## config.mk

```make
export PLATFORM = sky130hd
export DESIGN_NAME = cfg_frame_loader_flat
export DESIGN_NICKNAME = d
export VERILOG_FILES = /design/src/rtl/cfg_loader_pkg.sv /design/src/rtl/cfg_frame_loader_if.sv /design/src/rtl/cfg_frame_loader.sv /design/src/flat_wrapper.sv
export SDC_FILE = /design/constraint.sdc
export NUM_CORES = 1
export LEC_CHECK = 0
export CAP_MARGIN = 30
export CORE_UTILIZATION = 45
export CTS_CLUSTER_DIAMETER = 100
export DETAILED_ROUTE_END_ITERATION = 8
export GPL_TIMING_DRIVEN = 0
export PLACE_DENSITY = 0.79
export SETUP_SLACK_MARGIN = 0.3
export SLEW_MARGIN = 30
export SYNTH_ARGS = -nofsm -noshare
export SYNTH_HDL_FRONTEND = slang
export SYNTH_SLANG_ARGS = --single-unit
export TNS_END_PERCENT = 30
```

## constraint.sdc

```tcl
create_clock -name clk -period 1.9 [get_ports clk]
set_clock_uncertainty 0.05 [all_clocks]
set_input_delay 0.19 -clock clk [delete_from_list [all_inputs] [get_ports clk]]
set_output_delay 0.19 -clock clk [all_outputs]
set_load 0.1 [all_outputs]
```

## src/rtl/cfg_loader_pkg.sv

```systemverilog
// Shared types and constants for the configuration frame loader.
package cfg_loader_pkg;

    localparam int unsigned GEN_W   = 8;
    localparam int unsigned STATE_W = 3;

    typedef logic [STATE_W-1:0] state_t;

    localparam state_t ST_IDLE  = 3'd0;
    localparam state_t ST_SHIFT = 3'd1;
    localparam state_t ST_CHECK = 3'd2;
    localparam state_t ST_DONE  = 3'd3;
    localparam state_t ST_ERROR = 3'd4;

endpackage

```

## src/rtl/cfg_frame_loader_if.sv

```systemverilog
// Bitstream input handshake plus committed-configuration status bundle.
interface cfg_frame_loader_if
    import cfg_loader_pkg::*;
#(
    parameter int unsigned CFG_BITS = 64,
    parameter int unsigned CHUNK    = 4
);

    logic                start;
    logic                valid;
    logic [CHUNK-1:0]    data;
    logic [CFG_BITS-1:0] cfg;
    logic                busy;
    logic                done;
    logic                err;
    logic                fab_rst;
    logic [GEN_W-1:0]    gen;

    modport master (
        output start, valid, data,
        input  cfg, busy, done, err, fab_rst, gen
    );

    modport slave (
        input  start, valid, data,
        output cfg, busy, done, err, fab_rst, gen
    );

endinterface

```

## src/rtl/cfg_frame_loader.sv

```systemverilog
// Loads a chunked frame into a shadow register, checks its XOR chunk and only
// then commits it to the live fabric configuration.
module cfg_frame_loader
    import cfg_loader_pkg::*;
#(
    parameter int unsigned CFG_BITS = 64,
    parameter int unsigned CHUNK    = 4
) (
    input  logic               clk,
    input  logic               rst,
    cfg_frame_loader_if.slave  bus
);

    localparam int unsigned NCHUNK = CFG_BITS / CHUNK;
    localparam int unsigned CNT_W  = (NCHUNK > 1) ? $clog2(NCHUNK) : 1;
    localparam logic [CNT_W-1:0] LAST_CNT = CNT_W'(NCHUNK - 1);

    generate
        if ((CFG_BITS % CHUNK) != 0) begin : g_bad_params
            $error("cfg_frame_loader: CFG_BITS must be a multiple of CHUNK");
        end
    endgenerate

    state_t              state_q,   state_d;
    logic [CNT_W-1:0]    cnt_q,     cnt_d;
    logic [CHUNK-1:0]    par_q,     par_d;
    logic [CFG_BITS-1:0] shadow_q,  shadow_d;
    logic [CFG_BITS-1:0] cfg_q,     cfg_d;
    logic                busy_q,    busy_d;
    logic                done_q,    done_d;
    logic                err_q,     err_d;
    logic                fab_rst_q, fab_rst_d;
    logic [GEN_W-1:0]    gen_q,     gen_d;

    // Next-state and output logic; start overrides everything, including valid.
    always_comb begin
        state_d   = state_q;
        cnt_d     = cnt_q;
        par_d     = par_q;
        shadow_d  = shadow_q;
        cfg_d     = cfg_q;
        done_d    = done_q;
        err_d     = err_q;
        fab_rst_d = fab_rst_q;
        gen_d     = gen_q;

        if (bus.start) begin
            state_d = ST_SHIFT;
            cnt_d   = '0;
            par_d   = '0;
            done_d  = 1'b0;
            err_d   = 1'b0;
        end else begin
            case (state_q)
                ST_SHIFT: begin
                    if (bus.valid) begin
                        // Truncating the concat keeps the first chunk heading toward the MSBs.
                        shadow_d = CFG_BITS'({shadow_q, bus.data});
                        par_d    = par_q ^ bus.data;
                        cnt_d    = cnt_q + CNT_W'(1);
                        if (cnt_q == LAST_CNT) begin
                            state_d = ST_CHECK;
                        end
                    end
                end
                ST_CHECK: begin
                    if (bus.valid) begin
                        if (bus.data == par_q) begin
                            cfg_d     = shadow_q;
                            done_d    = 1'b1;
                            fab_rst_d = 1'b0;
                            gen_d     = gen_q + GEN_W'(1);
                            state_d   = ST_DONE;
                        end else begin
                            err_d   = 1'b1;
                            state_d = ST_ERROR;
                        end
                    end
                end
                default: begin
                end
            endcase
        end

        busy_d = (state_d == ST_SHIFT) || (state_d == ST_CHECK);
    end

    always_ff @(posedge clk) begin
        if (rst) begin
            state_q   <= ST_IDLE;
            cnt_q     <= '0;
            par_q     <= '0;
            shadow_q  <= '0;
            cfg_q     <= '0;
            busy_q    <= 1'b0;
            done_q    <= 1'b0;
            err_q     <= 1'b0;
            fab_rst_q <= 1'b1;
            gen_q     <= '0;
        end else begin
            state_q   <= state_d;
            cnt_q     <= cnt_d;
            par_q     <= par_d;
            shadow_q  <= shadow_d;
            cfg_q     <= cfg_d;
            busy_q    <= busy_d;
            done_q    <= done_d;
            err_q     <= err_d;
            fab_rst_q <= fab_rst_d;
            gen_q     <= gen_d;
        end
    end

    assign bus.cfg     = cfg_q;
    assign bus.busy    = busy_q;
    assign bus.done    = done_q;
    assign bus.err     = err_q;
    assign bus.fab_rst = fab_rst_q;
    assign bus.gen     = gen_q;

endmodule

```

## src/flat_wrapper.sv

```systemverilog
// flat-port wrapper written by rule: the top's interface ports become plain ports
module cfg_frame_loader_flat import cfg_loader_pkg::*;
#(
    parameter int unsigned CFG_BITS = 64,
    parameter int unsigned CHUNK    = 4
)
  (clk, rst, bus_start, bus_valid, bus_data, bus_cfg, bus_busy, bus_done, bus_err, bus_fab_rst, bus_gen);
  cfg_frame_loader_if #(.CFG_BITS(CFG_BITS), .CHUNK(CHUNK)) bus_i ();
  input  logic clk;
  input  logic rst;
  input wire logic [$bits(bus_i.start)-1:0] bus_start;
  input wire logic [$bits(bus_i.valid)-1:0] bus_valid;
  input wire logic [$bits(bus_i.data)-1:0] bus_data;
  output wire logic [$bits(bus_i.cfg)-1:0] bus_cfg;
  output wire logic [$bits(bus_i.busy)-1:0] bus_busy;
  output wire logic [$bits(bus_i.done)-1:0] bus_done;
  output wire logic [$bits(bus_i.err)-1:0] bus_err;
  output wire logic [$bits(bus_i.fab_rst)-1:0] bus_fab_rst;
  output wire logic [$bits(bus_i.gen)-1:0] bus_gen;
  assign bus_i.start = bus_start;
  assign bus_i.valid = bus_valid;
  assign bus_i.data = bus_data;
  assign bus_cfg = bus_i.cfg;
  assign bus_busy = bus_i.busy;
  assign bus_done = bus_i.done;
  assign bus_err = bus_i.err;
  assign bus_fab_rst = bus_i.fab_rst;
  assign bus_gen = bus_i.gen;
  cfg_frame_loader #(.CFG_BITS(CFG_BITS), .CHUNK(CHUNK)) u_core (.clk(clk), .rst(rst), .bus(bus_i));
endmodule
```

# After elaboration in Yosys (flattened, before gate mapping)
# Cells that the tools add are included.
[word_totals]
register_bits = 151
in_bits = 8
wordCells = 34
[op_classes]
add_sub_neg = 2
muxes = 6
reduce_logical = 7
bitwise_logic = 3
n_eq_ne = 6
[op_table]
columns = ["cell", "n"]
rows = [
  ["$mux W3", 5],
  ["$reduce_and A3 Y1", 3],
  ["$add A8 B1 Y8 const B", 1],
  ["$eq A3 B1 Y1 const B", 2],
  ["$eq A3 B2 Y1 const B", 2],
  ["$pmux W3 S2", 1],
  ["$add A4 B1 Y4 const B", 1],
  ["$eq A4 B4 Y1", 1],
  ["$eq A4 B4 Y1 const B", 1],
  ["$reduce_and A4 Y1", 1],
  ["$xor A4 B4 Y4", 1],
  ["$not A1 Y1", 2],
  ["$reduce_and A2 Y1", 1],
  ["$reduce_or A2 Y1", 1],
  ["$logic_or A1 B1 Y1", 1],
]

# Longest topological paths before layout
[logic_depth]
depth_word = 7
depth_mapped = 7
ltp_nobuf = 4

# Worst setup path before layout
# No wires, ideal clock.
[synth_timing]
path_type = "reg-to-reg"
start = "register u_core.gen_q[2] (netlist: u_core.bus.gen[2])"
end = "register u_core.gen_q[6] (netlist: u_core.bus.gen[6])"
n_path_buf = 0
arrival_ns = 2.022
required_ns = 1.780
synth_period_minus_slack_ns = 2.142
setup_slack_ns = -0.242
stages_incl_launch_ff = 5
setup_ns = 0.070
cell_sequence = "dfxtp_1 -> and3b_1 -> nand3_4 -> or4_1 -> a21oi_1"
[synth_via]
elab_chain_len = 1
[synth_rtl]
columns = ["item", "line", "rtl"]
rows = [
  ["start, declared", "cfg_frame_loader.sv:33", "logic [GEN_W-1:0] gen_q, gen_d;"],
  ["start signal, assigned", "cfg_frame_loader.sv:110", "gen_q <= gen_d;"],
  ["$add A8 B1 Y8", "cfg_frame_loader.sv:72", "gen_d = gen_q + GEN_W'(1);"],
]
# No other way between the ends.
# A chain may end at the register's enable or synchronous reset.

# Worst setup path after layout
[layout_timing]
start = "register u_core.busy_q (netlist: u_core.bus.busy)"
end = "output bus_busy"
[layout_rtl]
columns = ["item", "line", "rtl"]
rows = [
  ["start, declared", "cfg_frame_loader.sv:29", "logic busy_q, busy_d;"],
  ["start signal, assigned", "cfg_frame_loader.sv:106", "busy_q <= busy_d;"],
  ["end, declared", "flat_wrapper.sv:15", "output wire logic [$bits(bus_i.busy)-1:0] bus_busy;"],
]
# No word-level cell between the ends.

==> reports/metrics.csv <==
metric,value,unit
placed_cells,931,
synth_edf_count,0,
syn_nets,683,
clk_pin_slew,60,ps
final_hold_viol_count,0,
first_pass_iters,4,
syn_area_per_cell,9.15,µm²
coreArea,13300,µm²
io_buffers,82,
critPathMaxFanout,1,
drtIter0Drc,236,
tightest_slew,949,ps
setup_viol,0,
ctsRootBufferMaster,clkbuf_16,
critPathCaptureType,output pin,
crit_required,1660,ps
slowest_stage,dlygate4sd2_1,
drive_gt1_share,24.6,%
finalNetCount,811,
ctsHoldBuffers,0,
min_path_type,in -> reg,
die_width,119,µm
die_area,14200,µm²
final_util,63.0,%
min-delay-start,bus_data[0],
ys_ff_latch,151,
max-slew-margin-rel,37.0,%
avgRoutedWirePerCell,13.8,µm
startpoint,u_core.bus.busy$_SDFF_PP0_,
maxSlewViolCount,0,
arrival,1560,ps
pre_cts_ws,-402,ps
ys_warn_count,0,
cp-start-kind,register,
crit_family,buffers and inverters,
setup_ws,99.2,ps
period_share,94.8,%
cap_violations,0,
synth_ff_type,dfxtp_1,
row_count,42,
fp.dieH,119,µm
synthToLayoutAreaGrowth,36.1,%
crit_buf_inv,1,
overflow,0,
tns,0,ps
drt_wl_total,13700,µm
r2r_start,u_core.state_q[0]$_SDFF_PP0_,
power_density,792,nW/µm²
antenna_found_initial,0,
antenna_left,0,
final_cells,988,
slowest_delay,840,ps
synth_seq_area_share,49.1,%
dp_hpwl,8410,µm
pin_count,84,
synth_cell_types,36,
path_cells,dlygate4sd2_1,
start_util,46.3,%
insertedDiodeCount,0,
grt_pass1_vias,4359,
gp_congestion,0.803,
numClockSinks,151,
h-tree-depth,4,
post_drt_via_cell_ratio,4.87,
hold_slack,118,ps
clk_path_buf_depth,2,
syn-cell-area,6160,µm²
post-route-drc-count,0,
numCtsBuffers,17,
max-vdd-ir-drop,0.546,mV
fmax,555,MHz
period_minus_slack,1800,ps
crit_type,reg -> out,
grt_max_degree,17,
grt_setup_unrepaired,yes,
cts_tree,yes,
num_vias,4809,
status,finished clean,
insertion_delay,420,ps
grtUsageTotal,18.5,%
syn_inst,673,
async_flop_share,0,%
grt_pass1_wl,20700,µm
p_leak,2.79,nW
## registers in the layout, indices dropped and copies added, names as in the netlist, 3 cells and up
register and count:
u_core.bus.cfg 64, u_core.shadow_q 64, u_core.bus.gen 8, u_core.cnt_q 4, u_core.par_q 4, u_core.state_q 3
## routing by layer
layer  routed length (µm)  GRT usage [%]  part of all wire (%)
met1                 6500           23.8                    48
met2                 6530           29.5                    48
met3                  451           4.26                   3.3
met4                  194           8.15                   1.4
met5                    0              0                     0
## cell usage after synthesis (3+ instances only)
library cell  instances  area (µm²)
mux2i_1              66         661
nand2_1             136         510
nand2b_1            133         832
clkbuf_1             29         109
o31ai_1               5        37.5
nand4_1               3        18.8
a21oi_1              73         365
dfxtp_1             151        3020
xor2_1                6        52.6
xnor2_1               5        43.8
buf_2                 5        25.0
nor2_1               12        45.0
buf_6                11         124
o21ai_0               3        15.0
or4_1                 6        45.0
inv_1                 3        11.3
## logic make-up (layout without fill, tap and decap cells)
family | count (synthesis) | after routing | share of synthesized area [%]
compound gates | 85 | 85 | 7.32
fa+ha+maj | 2 | 2 | 0.406
mux | 67 | 67 | 10.9
flops | 151 | 151 | 49.1
xor+xnor | 11 | 11 | 1.57
buf+inv | 50 | 189 | 4.61
simple gates | 307 | 307 | 26.1
## placed cells by master, fill, tap and decap left out, drive strengths merged, types with 6 or more instances in the layout
cell type / Yosys / final
dfxtp: 151 / 151
nand2: 136 / 136
nand2b: 134 / 134
clkbuf: 29 / 77
a21oi: 73 / 73
mux2i: 66 / 66
clkdlybuf4s15: 0 / 54
buf: 18 / 36
nor2: 13 / 13
clkdlybuf4s18: 0 / 9
xor2: 6 / 6
or4: 6 / 6
## where the power goes
group | internal [mW] | switching, mW | leakage (nW)
sequential | 3.17 | 0.00677 | 1.23
clock | 1.96 | 1.22 | 0.273
combinational | 0.126 | 0.159 | 1.30
## final timing paths
path	cells after the start	endpoint	slack [ps]
max reg2reg	5	u_core.bus.gen[0]$_SDFFE_PP0P_	150
min	3	u_core.shadow_q[0]$_SDFFE_PP0P_	120
max	1	bus_busy	100
min reg2reg	2	u_core.bus.done$_SDFFE_PP0P_	400
## final cells by class
class	instances	area, µm²
plain buffers	47	364
clock buffers	27	513
clock inverters	3	40.0
fillers	1087	4910
inverters	3	11.3
multi-input cells	472	2980
flip-flops and latches	151	3060
well taps	176	220
repair buffers	109	1200
## timing repair
action                     CTS  global route
resized for setup          212           108
pin swaps                    1            13
hold endpoints to repair     0             0
setup buffers                1            14
cloned                       0            12
setup endpoints to repair  211           181
## through the flow
stage / power, mW / cell area, µm²
global route: 6.86 / 8380
floorplan: 3.41 / 6180
detailed placement: 3.48 / 7220
finish: 6.63 / 8380
CTS: 6.62 / 7830
global placement: 3.48 / 7220
No activity file was read; power rests on OpenSTA's default activity.
